`src/rtl/mips_bus_arbiter.sv`:
```
// rtl/mips_bus_arbiter.sv - two-master Avalon arbiter (fetch m0, data m1) onto one shared memory slave; ARB_ROUND_ROBIN_EN selects round-robin IDLE tie-break
module mips_bus_arbiter (
   input  logic        clk,
   input  logic        reset,
   // port 0: instruction fetch master
   input  logic [31:0] m0_address,
   input  logic [31:0] m0_writedata,
   input  logic        m0_read,
   input  logic        m0_write,
   input  logic [3:0]  m0_byteenable,
   output logic        m0_waitrequest,
   output logic [31:0] m0_readdata,
   // port 1: data load/store master
   input  logic [31:0] m1_address,
   input  logic [31:0] m1_writedata,
   input  logic        m1_read,
   input  logic        m1_write,
   input  logic [3:0]  m1_byteenable,
   output logic        m1_waitrequest,
   output logic [31:0] m1_readdata,
   // shared memory slave
   output logic [31:0] s_address,
   output logic [31:0] s_writedata,
   output logic        s_read,
   output logic        s_write,
   output logic [3:0]  s_byteenable,
   input  logic        s_waitrequest,
   input  logic [31:0] s_readdata,
   // status
   output logic [1:0]  grant,
   output logic        protocol_err
);

   typedef enum logic [1:0] {
      IDLE = 2'd0,
      OWN0 = 2'd1,
      OWN1 = 2'd2
   } state_t;

   state_t state;
   state_t state_next;

   // 0 = m0 completed last, 1 = m1 completed last
   logic last_owner;
   logic last_owner_next;

   logic m0_req;
   logic m1_req;
   logic tie_pick_m1;
   logic proto_viol;

   assign m0_req = m0_read | m0_write;
   assign m1_req = m1_read | m1_write;

   // a read+write pair on either port is a master bug worth latching
   assign proto_viol = (m0_read & m0_write) | (m1_read & m1_write);

`ifdef ARB_ROUND_ROBIN_EN
   // alternate: the port that did not finish last wins the tie
   assign tie_pick_m1 = ~last_owner;
`else
   // data port always wins a tie so loads/stores are never starved by fetch
   assign tie_pick_m1 = 1'b1;
`endif

   assign grant       = {state == OWN1, state == OWN0};
   assign m0_readdata = s_readdata;
   assign m1_readdata = s_readdata;

   // state, last-owner and sticky error registers
   always_ff @(posedge clk) begin
      if (reset) begin
         state        <= IDLE;
         last_owner   <= 1'b1;
         protocol_err <= 1'b0;
      end else begin
         state        <= state_next;
         last_owner   <= last_owner_next;
         protocol_err <= protocol_err | proto_viol;
      end
   end

   // next-state: hold ownership until completion or the owner withdraws
   always_comb begin
      state_next      = state;
      last_owner_next = last_owner;
      case (state)
         IDLE: begin
            if (m0_req && m1_req) begin
               state_next = tie_pick_m1 ? OWN1 : OWN0;
            end else if (m0_req) begin
               state_next = OWN0;
            end else if (m1_req) begin
               state_next = OWN1;
            end
         end
         OWN0: begin
            if (!m0_req) begin
               state_next = IDLE;
            end else if (!s_waitrequest) begin
               last_owner_next = 1'b0;
               state_next      = m1_req ? OWN1 : IDLE;
            end
         end
         OWN1: begin
            if (!m1_req) begin
               state_next = IDLE;
            end else if (!s_waitrequest) begin
               last_owner_next = 1'b1;
               state_next      = m0_req ? OWN0 : IDLE;
            end
         end
         default: begin
            state_next = IDLE;
         end
      endcase
   end

   // slave mux and waitrequest steering; reset forces the bus quiet
   always_comb begin
      s_address      = 32'd0;
      s_writedata    = 32'd0;
      s_byteenable   = 4'd0;
      s_read         = 1'b0;
      s_write        = 1'b0;
      m0_waitrequest = 1'b1;
      m1_waitrequest = 1'b1;
      case (state)
         OWN0: begin
            s_address      = m0_address;
            s_writedata    = m0_writedata;
            s_byteenable   = m0_byteenable;
            s_write        = m0_write;
            s_read         = m0_read & ~m0_write;
            m0_waitrequest = s_waitrequest;
         end
         OWN1: begin
            s_address      = m1_address;
            s_writedata    = m1_writedata;
            s_byteenable   = m1_byteenable;
            s_write        = m1_write;
            s_read         = m1_read & ~m1_write;
            m1_waitrequest = s_waitrequest;
         end
         default: begin
         end
      endcase
      if (reset) begin
         s_read         = 1'b0;
         s_write        = 1'b0;
         m0_waitrequest = 1'b1;
         m1_waitrequest = 1'b1;
      end
   end

endmodule
```
`config.mk`:
```
export PLATFORM = sky130hd
export DESIGN_NAME = mips_bus_arbiter
export DESIGN_NICKNAME = d
export VERILOG_FILES = /design/src/rtl/mips_bus_arbiter.sv
export SDC_FILE = /design/constraint.sdc
export NUM_CORES = 1
export LEC_CHECK = 0
export CELL_PAD_IN_SITES_DETAIL_PLACEMENT = 0
export CELL_PAD_IN_SITES_GLOBAL_PLACEMENT = 1
export CORE_MARGIN = 2
export CORE_UTILIZATION = 12
export DETAILED_ROUTE_END_ITERATION = 10
export HOLD_SLACK_MARGIN = 0.05
export PLACE_DENSITY_LB_ADDON = 0.1
export SYNTH_ARGS = -nofsm -noshare
export SYNTH_HDL_FRONTEND = slang
export SYNTH_SLANG_ARGS = --single-unit
```
`constraint.sdc`:
```
create_clock -name clk -period 1.96 [get_ports clk]
set_clock_uncertainty 0.05 [all_clocks]
set_input_delay 0.196 -clock clk [delete_from_list [all_inputs] [get_ports clk]]
set_output_delay 0.196 -clock clk [all_outputs]
set_load 0.005 [all_outputs]
```
**After elaboration in Yosys (flattened, before gate mapping)**

Index checks and enable logic that the tools add are counted.

- Muxes and demuxes: 21
- Reduce and logical (&&, ||, !) cells: 3
- Bitwise logic cells: 10
- Eq/ne operators: 5

Operators by type and width:

| cell | number |
|---|---|
| $pmux 32 s2 | 2 |
| $mux 2 | 8 |
| $pmux 4 s2 | 1 |
| $mux 1 | 7 |
| $ne 3x3->1 const B | 2 |
| $pmux 2 s3 | 1 |
| $and 1x1->1 | 4 |
| $ne 4x4->1 const B | 1 |
| $or 1x1->1 | 4 |
| $pmux 1 s2 | 2 |
| $reduce_and 3->1 | 1 |
| $eq 2x1->1 const B | 1 |
| $eq 2x2->1 const B | 1 |
| $logic_not 2->1 | 1 |
| $not 1->1 | 2 |
| $logic_and 1x1->1 | 1 |

- Register bits: 3
- Bits of input ports: 175
- Output and inout bits: 139
- Word-level logic and storage cells: 41

**Depth between registers and ports, before layout**

- Depth after elaboration: 5
- Mapped depth: 7
- Depth with buffers taken out: 5

**Worst setup path before layout**

No wires, ideal clock.

- Path type: register to register
- Start point: register state[1]
- End point: register state[0]
- Arrival: 1.557 ns
- Setup time: 0.121 ns
- Setup slack: 0.232 ns
- Buffers on the path: 1
- Period minus slack after synthesis: 1.728 ns
- Required time: 1.789 ns
- Cell stages (with the launch flop): 7
- Cell sequence: dfxtp_1 > inv_1 > ha_1 > buf_2 > o21a_1 > a221o_2 > mux2_4

- Word-level cells in the longest chain between the ends: 3
- Elaborated cells between the ends (all ways): 8
- Classes of those cells: eq/ne (5); mux (1); reduce/logical (2)

Ends and longest elaborated chain:

| what | line | RTL |
|---|---|---|
| start, declared | 40 | `state_t state;` |
| start signal, assigned | 77 | `state <= state_next;` |
| $eq 2x2->1 (tied with other cells) | n/a |  |
| $ne 3x3->1 (no source line) or $ne 4x4->1 (tied branches) | n/a |  |
| $reduce_and 3->1 (no source line) | n/a |  |

Several ways; a longest one is shown, not always the timed one.
A chain may end at the register's enable or synchronous reset.

**Worst setup path in the final report**

- Start point: register state[0]
- End point: output port s_writedata[10]

- Word-level cells in the longest chain between the ends: 2
- Elaborated cells between the ends (all ways): 3
- Classes of those cells: eq/ne (2); mux (1)

Ends and longest elaborated chain:

| what | line | RTL |
|---|---|---|
| $eq 2x2->1 or $eq 2x1->1 (tied branches) | n/a |  |
| $pmux 32 s2 (*) | 128 | `case (state)` |
| end, declared | 23 | `output logic [31:0] s_writedata,` |

Every way passes the cells marked *; elsewhere a longest branch is shown, timed or not.

==> summary.md <==
| Metric | Value |
|---|---|
| Max-cap violations | 0 |
| Leak pwr | 1.77 nW |
| Cell family with most CP delay | buffers and inverters |
| Bufs and invs on worst path | 3 |
| CTS Sinks | 3 |
| TritonRoute pass-1 iters | 4 |
| Startpoint Class | flop |
| Post-Syn Area | 1830 µm² |
| CORE AREA | 15000 µm² |
| Slowest stage delay, CP | 0.45 ns |
| Net Count, Synth | 440 |
| DP Area | 3850 µm² |
| CTS tree | built |
| Via Count | 2454 |
| Setup Crit Path Kind | reg2out |
| Status | finished, violations left |
| Violated checks | setup timing |
| Clock slew at reported path FFs | 0.03 ns |
| Routed Wire Length | 9.51 mm |
| DRC | 0 |
| IO Port Bufs | 217 |
| TritonCTS Buffers | 3 |
| Final setup margin | -0.122 ns |
| HPWL Detailed | 6.92 mm |
| Final hold violation count | 0 |
| Hold_ws | 0.342 ns |
| Die X-Extent | 127 µm |
| Ant diodes | 0 |
| Worst EP arrival | 1.84 ns |
| Number of synthesized register bits | 3 |
| Detail Route Antenna Nets | 0 |
| Initial antenna violation count | 0 |
| Slowest-stage cell, CP | clkdlybuf4s50_1 |
| Max frequency | 0.480 GHz |
| Row count | 45 |
| Max-slew violation count | 0 |
| Worst hold path type | in2out |
| Worst VDD drop | 0.000227 V |
| Slew margin rel. | 78.0% |
| CP Capture Type | output port |
| Nets | 607 |
| WL/cell | 15.5 µm |
| Gate Count Post-Synth | 259 |
| Syn-to-layout area delta | 133% |
| Total global-route track usage | 10.5% |
| Top-Level Pins | 314 |
| CTS H-Tree Depth | 1 |
| First-pass GRT wire length | 13.4 mm |
| Seq/Total Area, Yosys | 3.28% |
| Starting density of the core | 12.2% |
| Post-route cell area | 4260 µm² |
| First DRT Iteration DRCs | 90 |
| Cell Pwr Density | 560 nW/µm² |
| Root Driver | clkbuf_16 |
| Synth cell types | 23 |
| CP cell instances | inv_4, ha_4, buf_12, a22oi_1, nor2b_4, clkdlybuf4s50_1 |
| Vias in the first global route | 2517 |
| Syn avg cell area | 7.06 µm² |
| Largest net degree at the start of global routing | 36 |
| RSZ-0062 raised after global routing | true |
| Share of post-route cells with drive strength above 1 | 16.9% |
| Chip height | 127 µm |
| Latest clock arrival within the worst-skew pair | 0.22 ns |
| Die area | 16200 µm² |
| Setup violators final | 5 |
| Post-layout min period | 2.08 ns |
| Fin crit share | 106% |
| YS warnings | 0 |
| Tightest Pin Transition | 0.330 ns |
| Clock Tree Buf Depth | 2 |
| CP Data Required Time | 1.71 ns |
| GRT overflow | 0 |
| Vias per std cell | 4.00 |
| CP max FO | 18 |
| Post-CTS Hold Buffers | 0 |
| Placer Congestion | 0.688 |
==> synth_stat cells (all sizes together) <==
library cell / count / area (µm²)
nor3b: 2 / 15.0
clkbuf: 15 / 56.3
dfxtp: 3 / 60.1
nor2: 5 / 18.8
a221oi: 1 / 8.76
a22oi: 69 / 518
o221a: 1 / 11.3
a221o: 1 / 11.3
nand2b: 1 / 6.26
and3b: 1 / 8.76
or2: 1 / 6.26
mux2: 1 / 15.0
mux2i: 1 / 10.0
o221ai: 1 / 8.76
nor2b: 68 / 425
nand2: 4 / 15.0
ha: 6 / 75.1
inv: 2 / 7.51
o22ai: 1 / 6.26
buf: 72 / 521
o211a: 1 / 10.0
o21a: 2 / 15.0
==> timing repair <==
action,4_1_cts,5_1_grt
pin swaps,1,0
resized for setup,85,33
gates cloned,2,2
buffers inserted,0,8
setup endpoints to repair,71,11
==> placed cells by master (no fill, tap or decap), types with 2 or more instances in the layout <==
master and instances:
a22oi_2 20, ha_4 3, nor3b_1 2, nor2b_4 3
clkdlybuf4s50_1 151, a22oi_1 49, nor2_1 5, ha_1 2
buf_6 3, dlymetal6s2s_1 6, clkbuf_16 5, buf_12 4
buf_4 18, nor2b_1 64, buf_8 3, inv_4 2
o21a_1 2, buf_16 2, nand2_1 4, dlygate4sd2_1 60
dfxtp_4 2
==> sequential cells by signal (all words and copies together), names as in the netlist <==
| name | cells |
|---|---|
| state | 2 |
| protocol_err | 1 |
==> logic make-up after synthesis <==
| logic type | synth area share, % |
|---|---|
| multiplexers | 1.37 |
| AO/OA/AOI/OAI | 32.2 |
| AND/OR/NAND/NOR | 27.1 |
| flip-flops | 3.28 |
| buffers and inverters | 31.9 |
| adder cells (fa/ha/maj) | 4.10 |
==> path summary, 6_finish.rpt <==
kind | cells past startpoint | to | startpoint | slack (ns)
worst max-delay path | 6 | s_writedata[10] | state[0] | -0.12
worst min-delay path | 0 | m0_readdata[12] | s_readdata[12] | 0.34
worst max register to register | 6 | state[0] | state[1] | 0.18
worst min register to register | 2 | protocol_err | protocol_err | 0.46
==> worst reg2reg max path, delay by kind of cell (launching register included) <==
kind | cells | cell delay [ns]
fa+ha+maj | 1 | 0.21
mux | 1 | 0.30
flops | 1 | 0.37
compound gates | 2 | 0.53
buf+inv | 2 | 0.21
==> power by group <==
group	internal [mW]	switching, mW
Sequential	0.0755	0.0157
Clock	0.269	0.0560
Combinational	1.19	0.780
==> routing by layer <==
metal | up-vias | routed length [µm] | global-route usage, %
met1 | 1106 | 3590 | 11.4
met3 | 19 | 896 | 2.89
met2 | 142 | 4880 | 20.0
met5 | - | 0 | 0
met4 | 0 | 136 | 2.59
li1 | 1187 | - | -
==> through the flow <==
| stage | setup TNS (ns) | utilization, % | worst slack (ns) | total power [mW] | cells |
|---|---|---|---|---|---|
| after floorplan | 0 | - | 0.232 | 0.943 | 259 |
| final | -0.481 | 28.3 | -0.122 | 2.39 | 613 |
| after global placement | -0.156 | 25.6 | -0.0264 | 1.84 | 597 |
| after CTS | -1.25 | 26.6 | -0.144 | 2.25 | 603 |
| after global routing | -1.03 | 28.3 | -0.184 | 2.57 | 613 |
| after detailed placement | -0.0864 | 25.6 | -0.0135 | 1.82 | 597 |
==> layout make-up <==
type | instances | area (µm²)
fillers | 1636 | 10800
repair buffers | 249 | 2510
multi-input cells | 167 | 1360
well taps | 188 | 235
clock buffers | 4 | 78.8
flip-flops and latches | 3 | 67.6
inverters | 2 | 12.5
Power figures use the tool's default switching activity.
